### src/rtl/ddr3_dfi_sequencer.sv
// DDR3 DFI command sequencer: spaces controller commands, buffers write
// data, times DFI wren/rden/odt windows and registers PHY read return.
module ddr3_dfi_sequencer #(
  parameter int DDR3_WIDTH  = 16,
  parameter int ADDR_BITS   = 14,
  parameter int WR_LATENCY  = 3,
  parameter int RD_LATENCY  = 3,
  parameter int WFIFO_DEPTH = 8,
  parameter int GAP_ACT     = 4,
  parameter int GAP_RD      = 4,
  parameter int GAP_WR      = 8,
  parameter int GAP_PRE     = 4,
  parameter int GAP_REF     = 32,
  parameter int GAP_MRS     = 8
) (
  input  logic                      clock,
  input  logic                      reset,
  input  logic                      ctl_cke_i,
  input  logic                      ctl_rst_ni,
  input  logic                      cmd_valid_i,
  output logic                      cmd_ready_o,
  input  logic [2:0]                cmd_code_i,
  input  logic [2:0]                cmd_bank_i,
  input  logic [ADDR_BITS-1:0]      cmd_addr_i,
  input  logic                      wr_valid_i,
  output logic                      wr_ready_o,
  input  logic [DDR3_WIDTH/4-1:0]   wr_mask_i,
  input  logic [2*DDR3_WIDTH-1:0]   wr_data_i,
  output logic                      rd_valid_o,
  output logic [2*DDR3_WIDTH-1:0]   rd_data_o,
  output logic                      dfi_cke_o,
  output logic                      dfi_rst_no,
  output logic                      dfi_cs_no,
  output logic                      dfi_ras_no,
  output logic                      dfi_cas_no,
  output logic                      dfi_we_no,
  output logic                      dfi_odt_o,
  output logic [2:0]                dfi_bank_o,
  output logic [ADDR_BITS-1:0]      dfi_addr_o,
  output logic                      dfi_wren_o,
  output logic [DDR3_WIDTH/4-1:0]   dfi_mask_o,
  output logic [2*DDR3_WIDTH-1:0]   dfi_data_o,
  output logic                      dfi_rden_o,
  input  logic                      dfi_valid_i,
  input  logic [2*DDR3_WIDTH-1:0]   dfi_data_i
);
  localparam int DW = 2 * DDR3_WIDTH;
  localparam int MW = DDR3_WIDTH / 4;
  localparam int PW = $clog2(WFIFO_DEPTH);
  localparam int CW = PW + 1;

  localparam logic [2:0] C_ACT = 3'd1;
  localparam logic [2:0] C_RD  = 3'd2;
  localparam logic [2:0] C_WR  = 3'd3;
  localparam logic [2:0] C_PRE = 3'd4;
  localparam logic [2:0] C_REF = 3'd5;
  localparam logic [2:0] C_MRS = 3'd6;
  localparam logic [3:0] E_NOP = 4'b0111;

  typedef enum logic {S_READY, S_WAIT} state_t;

  state_t              state;
  logic [15:0]         gap_cnt;
  logic                live;
  logic [CW-1:0]       count;
  logic [CW-1:0]       avail;
  logic [PW-1:0]       wptr;
  logic [PW-1:0]       rptr;
  logic [DW+MW-1:0]    mem [WFIFO_DEPTH];
  logic [WR_LATENCY+3:0] wsr;
  logic [RD_LATENCY+3:0] rsr;
  logic [WR_LATENCY+4:0] osr;

  logic is_wr, is_nop, accept, push, pop;

  function automatic logic [15:0] gap_of(input logic [2:0] c);
    case (c)
      C_ACT:   gap_of = 16'(GAP_ACT);
      C_RD:    gap_of = 16'(GAP_RD);
      C_WR:    gap_of = 16'(GAP_WR);
      C_PRE:   gap_of = 16'(GAP_PRE);
      C_REF:   gap_of = 16'(GAP_REF);
      C_MRS:   gap_of = 16'(GAP_MRS);
      default: gap_of = 16'd1;
    endcase
  endfunction

  function automatic logic [3:0] enc(input logic [2:0] c);
    case (c)
      C_ACT:   enc = 4'b0011;
      C_RD:    enc = 4'b0101;
      C_WR:    enc = 4'b0100;
      C_PRE:   enc = 4'b0010;
      C_REF:   enc = 4'b0001;
      C_MRS:   enc = 4'b0000;
      default: enc = E_NOP;
    endcase
  endfunction

  // avail counts words not yet claimed by an accepted WR burst
  assign is_wr  = cmd_code_i == C_WR;
  assign is_nop = cmd_code_i == 3'd0 || cmd_code_i == 3'd7;
  assign cmd_ready_o = live && state == S_READY
                    && !(is_wr && avail < CW'(4));
  assign accept = cmd_valid_i && cmd_ready_o;
  assign wr_ready_o = live && count != CW'(WFIFO_DEPTH);
  assign push = wr_valid_i && wr_ready_o;
  assign pop  = wsr[1];
  assign dfi_wren_o = wsr[0];
  assign dfi_rden_o = rsr[0];
  assign dfi_odt_o  = osr[0];

  always_ff @(posedge clock) begin
    if (push) mem[wptr] <= {wr_mask_i, wr_data_i};
  end

  always_ff @(posedge clock) begin
    if (reset) begin
      live       <= 1'b0;
      state      <= S_READY;
      gap_cnt    <= '0;
      dfi_cke_o  <= 1'b0;
      dfi_rst_no <= 1'b0;
      {dfi_cs_no, dfi_ras_no, dfi_cas_no, dfi_we_no} <= E_NOP;
      dfi_bank_o <= '0;
      dfi_addr_o <= '0;
      wsr        <= '0;
      rsr        <= '0;
      osr        <= '0;
      count      <= '0;
      avail      <= '0;
      wptr       <= '0;
      rptr       <= '0;
      dfi_mask_o <= '0;
      dfi_data_o <= '0;
      rd_valid_o <= 1'b0;
      rd_data_o  <= '0;
    end else begin
      live       <= 1'b1;
      dfi_cke_o  <= ctl_cke_i;
      dfi_rst_no <= ctl_rst_ni;
      rd_valid_o <= dfi_valid_i;
      rd_data_o  <= dfi_data_i;
      {dfi_cs_no, dfi_ras_no, dfi_cas_no, dfi_we_no} <= E_NOP;
      wsr <= wsr >> 1;
      rsr <= rsr >> 1;
      osr <= osr >> 1;
      case (state)
        S_READY: begin
          if (accept && !is_nop) begin
            {dfi_cs_no, dfi_ras_no, dfi_cas_no, dfi_we_no}
              <= enc(cmd_code_i);
            dfi_bank_o <= cmd_bank_i;
            dfi_addr_o <= cmd_addr_i;
            if (gap_of(cmd_code_i) > 16'd1) begin
              state   <= S_WAIT;
              gap_cnt <= gap_of(cmd_code_i) - 16'd2;
            end
            if (is_wr) begin
              wsr <= (wsr >> 1) | {4'hF, {WR_LATENCY{1'b0}}};
              osr <= '1;
            end
            if (cmd_code_i == C_RD)
              rsr <= (rsr >> 1) | {4'hF, {RD_LATENCY{1'b0}}};
          end
        end
        S_WAIT: begin
          if (gap_cnt == 16'd0) state <= S_READY;
          else gap_cnt <= gap_cnt - 16'd1;
        end
        default: state <= S_READY;
      endcase
      if (push) wptr <= wptr + PW'(1);
      // data is fetched one clock ahead so it lines up with wren
      if (pop) begin
        {dfi_mask_o, dfi_data_o} <= mem[rptr];
        rptr <= rptr + PW'(1);
      end else begin
        dfi_mask_o <= '0;
        dfi_data_o <= '0;
      end
      count <= count + CW'(push) - CW'(pop);
      avail <= avail + CW'(push)
             - ((accept && is_wr) ? CW'(4) : CW'(0));
    end
  end
endmodule

### config.mk
export PLATFORM = sky130hd
export DESIGN_NAME = ddr3_dfi_sequencer
export DESIGN_NICKNAME = d
export VERILOG_FILES = /design/src/rtl/ddr3_dfi_sequencer.sv
export SDC_FILE = /design/constraint.sdc
export NUM_CORES = 1
export LEC_CHECK = 0
export BUFFER_PORTS_ARGS = -buffer_cell sky130_fd_sc_hd__buf_2
export CELL_PAD_IN_SITES_DETAIL_PLACEMENT = 0
export CELL_PAD_IN_SITES_GLOBAL_PLACEMENT = 1
export CORE_MARGIN = 5
export CORE_UTILIZATION = 30
export DETAILED_ROUTE_END_ITERATION = 8
export PLACE_DENSITY_LB_ADDON = 0.1
export SYNTH_ARGS = -nofsm -noshare
export SYNTH_HDL_FRONTEND = slang
export SYNTH_SLANG_ARGS = --single-unit
export TNS_END_PERCENT = 100
### constraint.sdc
create_clock -name clock -period 4.8 [get_ports clock]
set_clock_uncertainty 0.1 [all_clocks]
set_input_delay 0.24 -clock clock [delete_from_list [all_inputs] [get_ports clock]]
set_output_delay 0.24 -clock clock [all_outputs]
set_load 0.005 [all_outputs]
# Word-level counts from Yosys, hierarchy flattened
# Memories as Yosys holds them, arrays and structs flattened. A register that Yosys moved wholly into a read port is not among the register bits.
# Cells that the tools add are included.
op_classes:
  bitwise: 3
  reduce_logical: 19
  eq_ne: 11
  n_lt_le_gt_ge: 2
  n_addsub: 8
  n_div: 0
  n_shift: 0
  n_mux: 30
  mul: 0
op_table:
  columns: ["operator", "count"]
  rows:
  - ["$mux W16", 10]
  - ["$pmux W16 S2", 1]
  - ["$mux W7", 4]
  - ["$mux W6", 4]
  - ["$pmux W3 S6", 1]
  - ["$pmux W6 S3", 1]
  - ["$gt A16 B1 Y1 const B", 1]
  - ["$logic_not A16 Y1", 1]
  - ["$sub A16 B1 Y16 const B", 1]
  - ["$sub A16 B2 Y16 const B", 1]
  - ["$eq A3 B3 Y1 const B", 4]
  - ["$add A4 B1 Y4", 2]
  - ["$logic_and A1 B1 Y1", 8]
  - ["$mux W8", 1]
  - ["$add A3 B1 Y3 const B", 2]
  - ["$eq A3 B2 Y1 const B", 2]
  - ["$mux W1", 6]
  - ["$reduce_or A3 Y1", 2]
  - ["$lt A4 B3 Y1 const B", 1]
  - ["$ne A2 B1 Y1 const B", 2]
  - ["$ne A4 B4 Y1 const B", 1]
  - ["$reduce_or A2 Y1", 2]
  - ["$sub A4 B1 Y4", 1]
  - ["$sub A4 B3 Y4", 1]
  - ["10 further kinds", 13]
totals:
  register_bits: 110
  mem_count: 1
  ramBits: 288
  mem_bits_ro: 0
  latchBits: 0
memory_table:
  columns: ["name", "depth", "word_bits", "read_ports", "rd_ports_with_merged_regs", "write_ports", "line_no", "rtl"]
  rows:
  - ["mem", 8, 36, 1, 1, 1, "69", "logic [DW+MW-1:0] mem [WFIFO_DEPTH];"]

# Depth between registers and ports, before layout
# Gate-level depths: netlist (run 1).
logic_depth:
  ltp_word: 18
  depth_mapped: 12

# Worst setup path after synthesis (run 1)
# No wires, ideal clock.
synth_path:
  path_type: "flip-flop to flip-flop"
  start: "register count[2]"
  end: "memory mem[2][0] (netlist name), enable pin"
  path_slack_ns: -0.473
  setup_ns: 0.532
  synth_period_minus_slack_ns: 5.273
  t_arrival_ns: 4.640
  n_path_buf: 0
  required_ns: 4.168
  stages_incl_launch_ff: 7
  path_cell_list: "dfxtp_1 inv_1 ha_1 inv_1 o31a_1 nand2_1 nor4b_1"
synth_via:
  elab_chain_len: 5
synth_rtl:
  columns: ["item", "line_no", "rtl"]
  rows:
  - ["start: declaration", "65", "logic [CW-1:0] count;"]
  - ["start signal: assignment", "182", "count <= count + CW'(push) - CW'(pop);"]
  - ["$ne A4 B4 Y1", "106", "assign wr_ready_o = live && count != CW'(WFIFO_DEPTH);"]
  - ["$logic_and A1 B1 Y1", "106", null]
  - ["net wr_ready_o", "26", "output logic wr_ready_o,"]
  - ["$logic_and A1 B1 Y1", "107", "assign push = wr_valid_i && wr_ready_o;"]
  - ["$mux W1", "114", "if (push) mem[wptr] <= {wr_mask_i, wr_data_i};"]
  - ["$mux W1 (implied by the code)", "114", null]
  - ["end: declaration", "69", null]
# The timed path passes the listed nets, and every way through them passes these cells.

# Final worst setup path (run 1)
layout_path:
  start: "register count[2]"
  end: "memory mem[7][17] (netlist name), enable pin"
layout_via:
  elab_chain_len: 5
layout_rtl:
  columns: ["item", "line_no", "rtl"]
  rows:
  - ["$ne A4 B4 Y1", "106", null]
  - ["$logic_and A1 B1 Y1", "106", null]
  - ["$logic_and A1 B1 Y1", "107", null]
  - ["net push", "74", "logic is_wr, is_nop, accept, push, pop;"]
  - ["$mux W1", "114", null]
  - ["$mux W1 (implied by the code)", "114", null]
# The timed path passes the listed nets, and every way through them passes these cells.

==> results.md, run 1 <==
- Status: finished, final reports clean
- DRT Pass-1 Iters: 4
- DRC errors left: 0
- Htree depth: 2
- Post-Syn Nets: around 1000
- Seq pwr share: 0.490
- Routed WL: 36000 microns
- Leak pwr: 7.07 nW
- Final setup vio count: 0
- Hold-critical path depth: 4
- Post-synth EDFFs: 288
- # hold bufs at CTS: 94
- Bufs on Longest Clock Path: 3
- Fmax: 335 MHz
- GRT busiest layer: met2
- Most frequent cells in the layout: edfxtp_1, buf_2, dfxtp_1
- Commonest non-fill, non-tap cell in the layout: edfxtp_1
- IO Port Bufs: 190
- Largest net degree at the start of global routing: 101
- DP Worst Slack: between 1500 and 2000 ps
- Max Slew Vio Count: 0
- CTS Buf Count: 48
- Worst hold endpoint: wptr[1]
- Critical path's slowest cell: nor2_4
- Worst-path clk slew: 60 ps
- Die H: around 240 microns
- Die area: 57000 sq um
- Slew HR: 0.253
- Antenna Violating Nets Remaining: 0
- Unrepaired setup endpoints after global routing: no
- CP max FO: 23
- Setup TNS: 0 ps
- Post-CTS setup buffer count: 0
- GRT Total Usage: 0.125
- Final Non-Filler Cells: ~2000
- Layout filler cell count: 4794
- Post-synth ARST share: 0
- M1 GR Usage: 0.167
- Final Net Count: 1348
- Critical Path Source Type: flip-flop
- Mean area per synthesized cell: 16.9 sq um
- Final Hold Viols: 0
- Synth cell types: 61
- Reg2Reg Capture Point: mem[7][17]
- Vias per cell: 4.50
- Peak VDD IR: 0.232 mV
- Post-synthesis instance total: 926
- Min-delay worst type: in2reg
- HPWL after DPL: about 21000 microns
- Global routing usage on met3: 0.0353
- Largest stage delay, worst path: 780 ps
- Area delta synth->final: 28.1%
- Worst path most repeated cell: inv_1
- Hold Path Origin: wr_valid_i
- Core footprint: a little over 50000 sq um
- Synth Cell Area: 15700 sq um
- Synth Register Bits: between 400 and 500
- Sw power: about 1.8 mW
- Crit end category: flip-flop
- Synth Warn #: 0
- Sequential fraction of the synthesis area: 0.731
- Ranking of synthesized cells by area: edfxtp_1, dfxtp_1, mux4_2, mux2i_1, nor2_1
- Cell internal pwr: 6.57 mW
- Top-level I/O count: 192
- Leading area contributor after synthesis: edfxtp_1
- Via count: between 8000 and 9000
- Row Count: 83
- FF-to-FF Start: count[2]
- Initial Utilization: 0.304
- Global routing usage on met2: 0.203
- Synth top area share: 0.551
- Fin crit period: about 3000 ps
- Setup slack, reg-to-reg: 1820 ps
- Slew @ Worst Pin: 1110 ps
- Final Wtd Congestion: 0.685
- Initial antenna violation count: 1
- CTS root buf: clkbuf_16
- WP data required: 4950 ps
- Overall Power: 8.39 mW
- Vias in the first global route: between 9000 and 10000
- Share of layout cells above drive strength 1: 0.302
- Global-route wire length before repair: 55800 microns
- Skew-Pair Late Insertion Delay: 570 ps
- WL per Instance: approximately 18 microns
- WS Path Type: reg2reg
- Cell Chain, Critical Path: inv_1, ha_1, inv_1, o31a_1, nand2_1, inv_1, nand2_1, nor2_4, buf_4
- Switch share: 0.217
- Post-Place Cells: 1771
- Final WS setup: 1820 ps
- Clock sinks: 429
- CP arrival: roughly 3100 ps
- Total gr overflow: 0
- Maxcap violations: 0
- Power Density: between 400 and 500 nW/um^2
- Ys flop type: edfxtp_1
- Clock power frac: 0.444
- Post-CTS sizing: 0
- Final period util: 0.621
- Die Span X: 239 microns
- FF-to-FF path depth: 9
- Initial detailed-routing violation count: 379
- N_diodes: 0
- CTS tree: yes
- Logic pwr share: 0.065
==> cell families after synthesis <==
logic type / share of synthesized area
DFF: 0.731
adders and majority gates: 0.0148
xor gates and xnor gates: 0.00726
other: 0.000239
muxes: 0.127
AOI/OAI and AO/OA: 0.0270
and+or+nand+nor: 0.0737
buffers and inverters: 0.0190
==> power groups by stage <==
stage                     logic, mW  clock network [mW]  registers (mW)
final                         0.549                3.73            4.11
after global placement        0.501                   0            4.19
after CTS                     0.562                3.88            4.12
after floorplan               0.303                   0            4.18
after detailed placement      0.499                   0            4.19
after global routing          0.612                4.02            4.12
==> sequential cells by signal, indices dropped and copies added (netlist names) <==
signal	count
osr	4
count	4
wsr	7
rd_data_o	32
dfi_bank_o	3
rd_valid_o	1
live	1
rsr	7
wptr	3
dfi_ras_no	1
dfi_addr_o	14
rptr	3
mem	288
dfi_rst_no	1
state	1
gap_cnt	16
avail	4
dfi_we_no	1
dfi_cke_o	1
dfi_data_o	32
dfi_mask_o	4
dfi_cas_no	1
==> through the flow <==
| step | hold slack (ps) | utilization | cell area (sq um) |
|---|---|---|---|
| after floorplan | 239 | - | 15700 |
| after global placement | 315 | 0.340 | 17500 |
| final | 110 | 0.389 | 20100 |
| after CTS | 81.8 | 0.389 | 20100 |
| after global routing | 126 | 0.389 | 20100 |
| after detailed placement | 325 | 0.340 | 17500 |
==> worst max-delay path by stage <==
stage	startpoint	to	slack, ps	depth (start not counted)
6_report	count[2]	mem[7][17]	1820	9
3_3_place_gp	count[2]	mem[7][25]	1830	9
4_1_cts	count[2]	mem[7][17]	1720	9
2_1_floorplan	count[2]	mem[3][0]	380	8
3_5_place_dp	count[2]	mem[7][4]	1720	9
5_1_grt	count[2]	mem[7][18]	1610	9
==> worst max-delay path: cells and delay by family (launching register included) <==
kind,cells,cell delay (ps)
AO/OA/AOI/OAI,1,120
adder cells (fa/ha/maj),1,180
buffers and inverters,4,750
flip-flops,1,310
AND/OR/NAND/NOR,3,1200
==> layout make-up <==
cell class / count / area (sq um) / area share
flip-flops and latches: 429 / 11500 / 0.571
multi-input cells: 431 / 4000 / 0.199
repair buffers: 305 / 2080 / 0.103
clock buffers: 66 / 1370 / 0.0681
well taps: 680 / 851 / 0.0423
clock inverters: 21 / 243 / 0.0121
inverters: 20 / 75.1 / 0.00374
==> synthesized netlist by cell type, types with 2 or more instances <==
| library cell | instances |
|---|---|
| xnor2_1 | 6 |
| nand3_1 | 6 |
| o211ai_1 | 2 |
| or4_1 | 3 |
| nor2_1 | 77 |
| a32oi_1 | 3 |
| buf_4 | 2 |
| nor4_4 | 2 |
| ha_1 | 17 |
| nor2_2 | 2 |
| clkbuf_1 | 27 |
| dfxtp_1 | 141 |
| nand2_1 | 58 |
| nor3_1 | 8 |
| a211oi_1 | 2 |
| buf_2 | 12 |
| edfxtp_1 | 288 |
| buf_6 | 2 |
| a21oi_1 | 32 |
| a31oi_1 | 6 |
| nor3b_1 | 2 |
| nor2b_1 | 44 |
| nor4_2 | 2 |
| xor2_1 | 7 |
| inv_1 | 20 |
| nand4_1 | 5 |
| mux4_2 | 72 |
| and3_1 | 4 |
| o21ai_0 | 6 |
| mux2i_1 | 37 |
==> metal layers <==
| metal | wire length [microns] | vias up |
|---|---|---|
| met1 | 16100 | 4390 |
| met2 | 16900 | 205 |
| met5 | 12 | - |
| met3 | 2160 | 58 |
| li1 | - | 4123 |
| met4 | 747 | 2 |
Power figures use the tool's default switching activity.
==> inputs of run 2 (changes only) <==
==> constraint.sdc (replaced) <==
create_clock -name clock -period 2.89 [get_ports clock]
set_clock_uncertainty 0.1 [all_clocks]
set_input_delay 0.1445 -clock clock [delete_from_list [all_inputs] [get_ports clock]]
set_output_delay 0.1445 -clock clock [all_outputs]
set_load 0.005 [all_outputs]
==> run 2 against run 1 <==
  * Global-route usage increased by 0.25 points
  * Power increased by 60%
  * Cell count increased by 1.2%
  * First-iteration DRC count increased by 16%
  * Worst setup slack got worse by 1200 ps
  * Via count increased by 0.49%
  * Count of clock-buffer cells in the layout increased by 13
  * Final area increased by 0.24%
  * Die area unchanged
  * Combinational power increased by 72%
  * Sequential share of layout area decreased by 0.14 points
==> results.md, run 2 (synthesized netlist as in run 1, its figures left out) <==
- CP max FO: 22
- Commonest non-fill, non-tap cell in the layout: edfxtp_1
- DP Worst Slack: 570 ps
- Final Net Count: 1368
- Die H: 239 microns
- Leak pwr: 7.08 nW
- Initial antenna violation count: 2
- Biggest regs: mem (288), dfi_data_o (32), rd_data_o (32)
- Post-CTS setup buffer count: 0
- Global-route wire length before repair: 56900 microns
- Slew HR: 0.552
- Final period util: 0.796
- Worst-path clk slew: 60 ps
- Overall Power: 13.5 mW
- Largest net degree at the start of global routing: between 60 and 70
- Clock sinks: 429
- Setup slack, reg-to-reg: 590 ps
- Post-Place Cells: 1787
- Slew @ Worst Pin: 672 ps
- Maxcap violations: 0
- Antenna Violating Nets Remaining: 0
- WP data required: 3010 ps
- Final Wtd Congestion: 0.678
- IO Port Bufs: 190
- Share of layout cells above drive strength 1: 0.301
- Hold Slack: between 200 and 250 ps
- CP arrival: approximately 2400 ps
- CTS root buf: clkbuf_16
- Status: finished, final reports clean
- Max FFs per register: around 290
- Row Count: 83
- Reg with most FFs: mem
- Die Span X: ~240 microns
- Final setup vio count: 0
- Worst Setup SP: count[2]
- Max Slew Vio Count: 0
- Hold Path Origin: dfi_data_i[5]
- DRT Pass-1 Iters: 4
- Most frequent cells in the layout: edfxtp_1, buf_2, dfxtp_1
- Unrepaired setup endpoints after global routing: no
- Fmax: around 430 MHz
- CTS tree: yes
- Core Util, Final: 0.390
- Post-CTS sizing: 0
- Initial detailed-routing violation count: 440
- CTS Buf Count: 49
- Critical Path Source Type: flip-flop
- Core footprint: 51600 sq um
- WL per Instance: approximately 18 microns
- Fin crit period: 2300 ps
- Peak VDD IR: roughly 0.38 mV
- WS Path Type: reg2reg
- Final Non-Filler Cells: roughly 2000
- Initial Utilization: 0.304
- Die area: 57000 sq um
- # hold bufs at CTS: 97
- Routed WL: approximately 36000 microns
- DRC errors left: 0
- Final Hold Viols: 0
- Via count: 8821
- Vias in the first global route: a little under 10000
- Crit end category: flip-flop
- Total gr overflow: 0
- Htree depth: 2
- Skew-Pair Late Insertion Delay: around 570 ps
- HPWL after DPL: between 20000 and 25000 microns
- Area delta synth->final: 28.4%
- Min-delay worst type: in2reg
- Bufs on Longest Clock Path: 3
- Final WS setup: slightly below 600 ps
- GRT Total Usage: 0.128
- Top-level I/O count: ~190
- Power Density: 668 nW/um^2
- Vias per cell: about 4.5
- FF-to-FF Start: count[2]
==> run 2: per-layer routing <==
| layer | part of all wire | vias up | GRT usage |
|---|---|---|---|
| met2 | 0.48 | 212 | 0.212 |
| met5 | 0.00019 | - | 0 |
| li1 | - | 4159 | - |
| met3 | 0.061 | 54 | 0.0341 |
| met4 | 0.021 | 2 | 0.0376 |
| met1 | 0.44 | 4394 | 0.165 |
==> run 2: final timing paths <==
check                      end  cells after the start
hold reg to reg         rsr[4]                      2
setup / recovery    mem[3][29]                      9
hold / removal    rd_data_o[5]                      3
setup reg to reg    mem[3][29]                      9
==> run 2: cell type report <==
cell class	count	area, sq um
Fill cell	4797	31500
Sequential cell	429	11500
Multi-Input combinational cell	431	4030
Timing Repair Buffer	324	2250
Clock buffer	79	1380
Tap cell	680	851
Inverter	20	75.1
Clock inverter	11	68.8
Antenna cell	1	2.50
==> run 2: power by group <==
group	leakage [nW]	switching, mW	internal (mW)	total (mW)
logic	2.63	0.514	0.434	0.947
registers	3.75	0.0935	6.74	6.83
clock network	0.701	2.42	3.27	5.69
==> run 2: worst max-delay path: stages, from the launching register on <==
cell and delay, ps:
dfxtp_1 310, inv_1 50, ha_1 190, inv_1 50, o31a_1 130, nand2_1 110
inv_1 90, nand2_1 240, nor3b_4 290, buf_4 380
==> run 2: per-stage QoR <==
stage,setup TNS (ps),area [sq um]
floorplan,-47570,15700
global placement,0,17700
detailed placement,0,17700
CTS,0,20100
global route,0,20100
finish,0,20100
